[src/rtl/imp_200_rx_if.sv]
// Output bundle of the imp_200_rx receiver: recovered bit stream, lock status and error reporting.
interface imp_200_rx_if;
  logic        bit_valid;
  logic        bit_out;
  logic        locked;
  logic        seq_start;
  logic        phase_err;
  logic [15:0] err_cnt;

  modport master (output bit_valid, bit_out, locked, seq_start, phase_err, err_cnt);
  modport slave  (input  bit_valid, bit_out, locked, seq_start, phase_err, err_cnt);
endinterface

[src/rtl/imp_200_rx.sv]
// RZ pulse-train receiver: slot recovery, sequence search and locked bit checking.
// Optional feature: define IMP_200_RX_ERRCNT_EN to enable the cumulative err_cnt output.
//
// state  | meaning
// IDLE   | no pulse activity; slot counter held at 0
// SYNC   | slots running; recovered bits shift into the search window
// LOCK   | window matched reference; bits checked against reference per index
module imp_200_rx #(
  parameter int SLOT_LEN = 11,
  parameter int SEQ_LEN  = 64,
  parameter int MAX_ERR  = 4
) (
  input  logic        clk,
  input  logic        reset,
  input  logic        in_imp,
  input  logic [69:0] m_seq_ref,
  imp_200_rx_if.master rx
);

  localparam int                SW         = $clog2(SLOT_LEN);
  localparam logic [SW-1:0]     SLOT_LAST  = SW'(SLOT_LEN - 1);
  localparam logic [6:0]        IDX_LAST   = 7'(SEQ_LEN - 1);
  localparam logic [7:0]        QUIET_LAST = 8'(2 * SEQ_LEN - 1);
  localparam logic [6:0]        ERR_LIM    = 7'(MAX_ERR);

  typedef enum logic [1:0] {
    S_IDLE = 2'd0,
    S_SYNC = 2'd1,
    S_LOCK = 2'd2
  } state_t;

  state_t             r_state;
  state_t             w_state_next;
  logic               r_sync1, r_sync2, r_sync3;
  logic [SW-1:0]      r_slot;
  logic               r_seen;
  logic [7:0]         r_quiet;
  logic [SEQ_LEN-1:0] r_win;
  logic [6:0]         r_idx;
  logic [6:0]         r_perr;
  logic               r_bit_valid, r_bit_out, r_seq_start, r_phase_err;
  logic               w_locked;

  logic               w_edge, w_close, w_timeout, w_match, w_mis, w_wrap, w_over;
  logic [SEQ_LEN-1:0] w_win_next;
  logic [6:0]         w_perr_next;

  assign w_edge      = r_sync2 & ~r_sync3;
  assign w_close     = (r_state != S_IDLE) && (r_slot == SLOT_LAST);
  // An edge landing on the closing cycle counts as activity, so it vetoes the timeout.
  assign w_timeout   = w_close && !r_seen && !w_edge && (r_quiet == QUIET_LAST);
  assign w_win_next  = {r_seen, r_win[SEQ_LEN-1:1]};
  assign w_match     = (w_win_next == m_seq_ref[SEQ_LEN-1:0]);
  assign w_mis       = (r_seen != m_seq_ref[r_idx]);
  assign w_wrap      = (r_idx == IDX_LAST);
  assign w_perr_next = r_perr + {6'd0, w_mis};
  assign w_over      = (w_perr_next > ERR_LIM);

  always_ff @(posedge clk or negedge reset) begin
    if (!reset) r_state <= S_IDLE;
    else        r_state <= w_state_next;
  end

  always_comb begin
    w_state_next = r_state;
    case (r_state)
      S_IDLE: if (w_edge) w_state_next = S_SYNC;
      S_SYNC: begin
        if (w_timeout)              w_state_next = S_IDLE;
        else if (w_close && w_match) w_state_next = S_LOCK;
      end
      S_LOCK: begin
        if (w_timeout)                       w_state_next = S_IDLE;
        else if (w_close && w_wrap && w_over) w_state_next = S_SYNC;
      end
      default: w_state_next = S_IDLE;
    endcase
  end

  always_comb begin
    w_locked = 1'b0;
    if (r_state == S_LOCK) w_locked = 1'b1;
  end

  always_ff @(posedge clk or negedge reset) begin
    if (!reset) begin
      r_sync1     <= 1'b0;
      r_sync2     <= 1'b0;
      r_sync3     <= 1'b0;
      r_slot      <= '0;
      r_seen      <= 1'b0;
      r_quiet     <= '0;
      r_win       <= '0;
      r_idx       <= '0;
      r_perr      <= '0;
      r_bit_valid <= 1'b0;
      r_bit_out   <= 1'b0;
      r_seq_start <= 1'b0;
      r_phase_err <= 1'b0;
    end else begin
      r_sync1 <= in_imp;
      r_sync2 <= r_sync1;
      r_sync3 <= r_sync2;

      if (w_edge)                            r_slot <= SW'(1);
      else if (r_state == S_IDLE || w_close) r_slot <= '0;
      else                                   r_slot <= r_slot + SW'(1);

      if (w_edge)       r_seen <= 1'b1;
      else if (w_close) r_seen <= 1'b0;

      // Close is evaluated before the edge restarts the slot, so a coincident edge never loses the bit.
      r_bit_valid <= w_close;
      r_bit_out   <= w_close & r_seen;
      r_seq_start <= w_close && (r_state == S_LOCK) && (r_idx == 7'd0);
      r_phase_err <= w_edge && (r_state != S_IDLE) && (r_slot != '0);

      if (w_edge || w_timeout || r_state == S_IDLE) r_quiet <= '0;
      else if (w_close && !r_seen)                  r_quiet <= r_quiet + 8'd1;

      if (w_timeout) begin
        r_win  <= '0;
        r_idx  <= '0;
        r_perr <= '0;
      end else if (w_close && r_state == S_SYNC) begin
        r_win <= w_win_next;
        if (w_match) begin
          r_idx  <= '0;
          r_perr <= '0;
        end
      end else if (w_close && r_state == S_LOCK) begin
        if (w_wrap) begin
          r_idx  <= '0;
          r_perr <= '0;
          if (w_over) r_win <= '0;
        end else begin
          r_idx  <= r_idx + 7'd1;
          r_perr <= w_perr_next;
        end
      end
    end
  end

`ifdef IMP_200_RX_ERRCNT_EN
  logic [15:0] r_err_cnt;

  always_ff @(posedge clk or negedge reset) begin
    if (!reset)
      r_err_cnt <= '0;
    else if (w_close && r_state == S_LOCK && w_mis && r_err_cnt != 16'hFFFF)
      r_err_cnt <= r_err_cnt + 16'd1;
  end

  assign rx.err_cnt = r_err_cnt;
`else
  assign rx.err_cnt = 16'h0000;
`endif

  assign rx.bit_valid = r_bit_valid;
  assign rx.bit_out   = r_bit_out;
  assign rx.seq_start = r_seq_start;
  assign rx.phase_err = r_phase_err;
  assign rx.locked    = w_locked;

endmodule

[src/flat_wrapper.sv]
// flat-port wrapper written by rule: the top's interface ports become plain ports
module imp_200_rx_flat 
#(
  parameter int SLOT_LEN = 11,
  parameter int SEQ_LEN  = 64,
  parameter int MAX_ERR  = 4
)
  (clk, reset, in_imp, m_seq_ref, rx_bit_valid, rx_bit_out, rx_locked, rx_seq_start, rx_phase_err, rx_err_cnt);
  imp_200_rx_if rx_i ();
  input  logic clk;
  input  logic reset;
  input  logic in_imp;
  input  logic [69:0] m_seq_ref;
  output wire logic [$bits(rx_i.bit_valid)-1:0] rx_bit_valid;
  output wire logic [$bits(rx_i.bit_out)-1:0] rx_bit_out;
  output wire logic [$bits(rx_i.locked)-1:0] rx_locked;
  output wire logic [$bits(rx_i.seq_start)-1:0] rx_seq_start;
  output wire logic [$bits(rx_i.phase_err)-1:0] rx_phase_err;
  output wire logic [$bits(rx_i.err_cnt)-1:0] rx_err_cnt;
  assign rx_bit_valid = rx_i.bit_valid;
  assign rx_bit_out = rx_i.bit_out;
  assign rx_locked = rx_i.locked;
  assign rx_seq_start = rx_i.seq_start;
  assign rx_phase_err = rx_i.phase_err;
  assign rx_err_cnt = rx_i.err_cnt;
  imp_200_rx #(.SLOT_LEN(SLOT_LEN), .SEQ_LEN(SEQ_LEN), .MAX_ERR(MAX_ERR)) u_core (.clk(clk), .reset(reset), .in_imp(in_imp), .m_seq_ref(m_seq_ref), .rx(rx_i));
endmodule
[config.mk]
export PLATFORM = sky130hd
export DESIGN_NAME = imp_200_rx_flat
export DESIGN_NICKNAME = d
export VERILOG_FILES = /design/src/rtl/imp_200_rx_if.sv /design/src/rtl/imp_200_rx.sv /design/src/flat_wrapper.sv
export SDC_FILE = /design/constraint.sdc
export NUM_CORES = 1
export LEC_CHECK = 0
export CORE_UTILIZATION = 54
export CTS_CLUSTER_DIAMETER = 80
export CTS_CLUSTER_SIZE = 30
export DETAILED_ROUTE_END_ITERATION = 10
export PLACE_DENSITY = 0.86
export SLEW_MARGIN = 5
export SYNTH_ARGS = -nofsm -noshare
export SYNTH_HDL_FRONTEND = slang
export SYNTH_SLANG_ARGS = --single-unit
[constraint.sdc]
create_clock -name clk -period 4.6 [get_ports clk]
set_input_delay 0.92 -clock clk [delete_from_list [all_inputs] [get_ports clk]]
set_output_delay 0.92 -clock clk [all_outputs]
set_load 0.02 [all_outputs]
== Word-level counts from Yosys, hierarchy flattened ==
Cells that the tools add are included.
Storage, ports and cells
  register bits: 100
  bits in latches: 0
  RAM bits: 0
  bits in read-only memories: 0
  logic and storage cells: 92
  memories: 0
Operators by class
  add/sub/neg operators: 4
  multipliers: 0
  divide/modulo/power cells: 0
  magnitude comparators: 2
  eq/ne operators: 11
  shift-type cells: 0
  muxes and demuxes: 29
  bitwise logic cells: 3
  reductions and logical operators: 29
Operator list (count)
  $mux 64: 5
  $eq 64x64->1: 1
  $mux 7: 9
  $mux 8: 2
  $logic_and 1x1->1: 12
  $mux 2: 5
  $ne 3x1->1 const B: 3
  $reduce_bool 3->1: 3
  $add 8x1->8 const B: 1
  $eq 8x7->1 const B: 1
  $lt 7x8->1 const B: 1
  $mux 4: 2
  $add 7x1->7: 1
  $add 7x1->7 const B: 1
  $bmux 1 s7: 1
  $eq 7x6->1 const B: 1
  $gt 7x3->1 const B: 1
  $logic_not 7->1: 1
  $pmux 2 s3: 1
  $reduce_and 3->1: 2
  $reduce_bool 2->1: 3
  $add 4x1->4 const B: 1
  $eq 4x4->1 const B: 1
  $mux 1: 4
  other kinds (11): 15

== Longest topological paths before layout ==
  depth in word-level cells: 10
  mapped depth: 18
  gate-level depth less buffers: 14

== Worst setup path before layout ==
Ideal clock, no wire load.
  path type: input to register
  from: input m_seq_ref[15]
  to: register u_core.r_win[46]
  setup time: 0.121 ns
  arrival time: 4.036 ns
  slack: 0.443 ns
  stages: 16
  cells stage by stage: mux4_2 -> and3_1 -> or4_1 -> o211ai_1 -> o311ai_1 -> xor2_1 -> ha_1 -> ha_1 -> a21boi_0 -> o31ai_1 -> a31o_2 -> a21oi_1 -> a21bo_1 -> buf_2 -> buf_2 -> nor2_1
Between the ends
  longest elaborated chain between the ends: 7
RTL lines
  from (decl): line flat_wrapper.sv:13  | input logic [69:0] m_seq_ref;
  $bmux 1 s7: line imp_200_rx.sv:54  | assign w_mis = (r_seen != m_seq_ref[r_idx]);
  $mux 1 (implied by the code): line imp_200_rx.sv:54
  $ne 1x1->1: line imp_200_rx.sv:54
  $add 7x1->7: line imp_200_rx.sv:56  | assign w_perr_next = r_perr + {6'd0, w_mis};
  $gt 7x3->1: line imp_200_rx.sv:57  | assign w_over = (w_perr_next > ERR_LIM);
  $reduce_bool 3->1 (no source line)
  $reduce_and 3->1 (no source line)
  to (signal assigned): line imp_200_rx.sv:126  | r_win <= w_win_next;
  to (decl): line imp_200_rx.sv:38  | logic [SEQ_LEN-1:0] r_win;
Every way passes these cells. The select of a mux whose other input is x is not followed.
A chain may end at the register's enable or synchronous reset.

== Final worst setup path ==
  from: input m_seq_ref[15]
  to: register u_core.r_win[11]
Same word-level chain as after synthesis.

==> results.yml <==
clock_network:
  cts_buffer_depth: 2
  cts.repair_timing.setup_buffer_count: 0
  holdBufCountCts: 0
  number_of_buffers_added_by_the_clock_tree_synthesis_step: 9
  clock_sinks: 99
  tritoncts: "built"
  post_cts_resized: 0
  clk_pin_slew_worst_paths_ns: 0.10
  later_pin_clock_latency_in_the_skew_report_ns: 0.37
  clock_tree.htree_level_count: 3
  cts_root_buf: "clkbuf_8"
drt:
  drt_first_iter_violations: 461
  drc: 0
  antenna_left: 0
  drtPass1Iterations: 5
  drt-wirelength-per-cell_um: 18.4
  detailed_route_wl_um: 14600
  route.detailed.vias_per_inst: 5.95
  via_count: 4708
global_route:
  grt_use_total_pct: 27.2
  pin_count_of_the_biggest_net_entering_global_routing: 71
  via_count_of_the_first_global_routing_pass: 4551
  global_route.overflow_total: 0
  number_of_antenna_violations_at_the_first_check_in_global_routing: 0
  grt_pass1_wl_um: 23400
min_path:
  worst_hold_path.endpoint: "u_core.r_sync2$_DFF_PN0_"
  worstHoldStart: "u_core.r_sync1$_DFF_PN0_"
  worst_hold_path.num_cells: 0
  hold_path.class: "reg -> reg"
synthesis:
  synth-compound-area-share_pct: 5.66
  synth_simple_gate_area_share_pct: 15.6
  async_reset_ff_share_pct: 100
  post_synth_num_cell_types: 50
  synth_cell_area_sq_um: 5850
  synth.mux.area_fraction_pct: 17.6
  ys_ff_latch: 99
  syn_avg_cell_area_sq_um: 10.2
  synth_xor_area_share_pct: 11.7
  ys_seq_area_share_pct: 42.3
  yosys.area_share.adder_pct: 1.71
  yosys_warnings: 0
  number_of_flops_mapped_to_enable_cells_by_yosys: 0
  ys_dominant_reg_cell: "dfrtp_1"
  synth_top_family_by_area: "multiplexers"
  syn-instance-count: 574
critical_path:
  timing.setup.critical_path_class: "in -> reg"
  critical_path.startpoint_type: "input pin"
  crit_chain: "clkdlybuf4s50_1, mux4_2, and3_1, or4_1, o211ai_1, o311ai_2, xor2_1, ha_2, ha_1, and3b_1, o31ai_2, a31o_2, a21oi_2, a21bo_4, clkbuf_16, nor2_1"
  timing.rr.start: "u_core.r_idx[0]$_DFFE_PN0P_"
  critical_path.reg2reg.endpoint: "u_core.r_win[11]$_DFFE_PN0P_"
  rr_worst_depth: 15
  largest_delay_contributor_family_on_the_critical_path: "compound AO/OA/AOI/OAI gates"
  critical_path.n_buffers_inverters: 2
  critical_path.startpoint: "m_seq_ref[15]"
  cpMaxStageDelayCell: "mux4_2"
  critPathMaxStageDelay_ns: 0.50
  arrival_time_of_the_worst_setup_path_ns: 4.70
  crit_fanout: 18
  crit_path_end_kind: "register"
  timing.critical_path.required_ns: 4.91
  ff2ff_setup_slack_ns: 0.56
timing:
  post_layout_min_period_ns: 4.39
  whs_ns: 0.349
  grt_setup_unrepaired: "false"
  slew_viol_final: 0
  slew_headroom_pct: 40.5
  layout_setup_ws_ns: 0.206
  final.period_utilization_pct: 95.5
  tightest_slew_ns: 0.893
  clock-skew-final_ns: 0.00853
  fmax_mhz: 228
  timing_hold_violations_final: 0
  report.final.setup_viol: 0
pwr:
  design_power_mw: 1.74
  clock_power_share_pct: 32.6
  power_switching_mw: 0.464
  cellPowerDensity_nw_per_um2: 249
  power_frac_seq_pct: 52.8
  power_share_of_the_combinational_group_pct: 14.6
  p_leak_nw: 3.51
  vdd_drop_max_mv: 0.169
  power.share.switching_pct: 26.6
  power.internal_mw: 1.28
floorplan:
  die_w_um: 106
  initial_core_util_pct: 56.2
  fp-row-count: 37
  core_area_sq_um: 10400
  die_height_um: 106
  io-pin-count: 94
  dieArea_sq_um: 11300
layout:
  flow.area_growth_from_synthesis_pct: 19.5
  final_cell_mix: "dfrtp_1 (99), nor2_1 (92), clkdlybuf4s50_1 (76)"
  final_common_cell: "dfrtp_1"
  final_core_utilization_pct: 67.1
  finalInstanceArea_sq_um: 6990
  fraction_of_final_layout_cells_sized_beyond_drive_strength_1_pct: 8.55
  finish.net_count: 731
  antenna-diode-count: 0
run:
  timing.max_cap.violations: 0
placement:
  detailed_place.area_sq_um: 6750
  dpl.hpwl_um: 10800
  place.port_buffers: 77
  place_congestion: 0.956
  dpl_worst_slack_ns: -0.235
status:
  run_status: "finished, final reports clean"
-- routing by layer --
metal	GRT usage (%)	vias to the layer above	share of wire [%]
met5	0	-	0
met4	12.2	0	3.7
met3	5.52	47	7.6
met2	43.7	261	48
met1	35.4	2286	40
li1	-	2114	-
-- how the worst max path moves through the flow --
stage                              endpoint  slack (ns)  cells after the start
3_5_place_dp   u_core.r_win[11]$_DFFE_PN0P_       -0.24                     16
5_1_grt        u_core.r_win[41]$_DFFE_PN0P_        0.01                     16
2_1_floorplan  u_core.r_win[46]$_DFFE_PN0P_        0.44                     16
3_3_place_gp    u_core.r_win[9]$_DFFE_PN0P_       -0.11                     16
6_report       u_core.r_win[11]$_DFFE_PN0P_        0.21                     16
4_1_cts        u_core.r_win[24]$_DFFE_PN0P_        0.14                     16
-- flip-flops by register name, summed over array words and instances (netlist names), 2 cells and up --
register / count
u_core.r_idx: 7
u_core.r_perr: 7
u_core.r_quiet: 8
u_core.r_slot: 4
u_core.r_state: 2
u_core.r_win: 63
-- power groups by stage --
stage | combinational (mW) | sequential, mW | clock, mW
floorplan | 0.133 | 0.928 | 0
global placement | 0.244 | 0.932 | 0
detailed placement | 0.251 | 0.935 | 0
CTS | 0.254 | 0.918 | 0.580
global route | 0.273 | 0.921 | 0.616
finish | 0.254 | 0.918 | 0.568
-- synthesized netlist by cell type, types with 2 or more instances --
| library cell | count | share of area (%) |
|---|---|---|
| clkbuf_1 | 10 | 0.64 |
| mux2i_1 | 69 | 12 |
| nor4_1 | 6 | 0.64 |
| xnor2_1 | 70 | 10 |
| o21ai_0 | 15 | 1.3 |
| buf_4 | 17 | 2.2 |
| nor2b_1 | 3 | 0.32 |
| nand2b_1 | 5 | 0.53 |
| or3_1 | 3 | 0.32 |
| nand3_1 | 14 | 1.2 |
| ha_1 | 8 | 1.7 |
| o22ai_1 | 3 | 0.32 |
| and2_1 | 3 | 0.32 |
| inv_1 | 15 | 0.96 |
| a211oi_1 | 4 | 0.51 |
| nor2_1 | 92 | 5.9 |
| and3b_1 | 2 | 0.30 |
| a31oi_1 | 2 | 0.21 |
| nand2_1 | 23 | 1.5 |
| o211ai_1 | 5 | 0.64 |
| nand4_1 | 20 | 2.1 |
| buf_2 | 16 | 1.4 |
| dfrtp_1 | 99 | 42 |
| mux2_2 | 3 | 0.58 |
| mux4_2 | 10 | 3.8 |
| mux4_1 | 3 | 1.3 |
| o21ai_1 | 5 | 0.43 |
| nor3_1 | 8 | 0.68 |
| xor2_1 | 8 | 1.2 |
| and3_1 | 6 | 0.64 |
| o31ai_1 | 3 | 0.38 |
| a21oi_1 | 6 | 0.51 |
-- cells by family after synthesis --
kind of cell / count (synthesis)
XOR/XNOR: 78
multiplexers: 85
buffers and inverters: 59
adder cells (fa/ha/maj): 8
AO/OA/AOI/OAI: 52
other: 1
flip-flops: 99
AND/OR/NAND/NOR: 192
-- final cells by class --
cell class,count,area [sq um]
Clock inverter,5,63.8
Multi-Input combinational cell,431,3160
Inverter,15,56.3
Tap cell,136,170
Fill cell,779,3420
Clock buffer,11,131
Sequential cell,99,2480
Timing Repair Buffer,94,938
-- per-stage QoR --
stage | cells | setup TNS [ns]
6_report | 791 | 0
3_3_place_gp | 774 | -6.08
2_1_floorplan | 589 | 0
4_1_cts | 790 | 0
3_5_place_dp | 774 | -12.86
5_1_grt | 791 | 0
No activity file was read; power rests on OpenSTA's default activity.
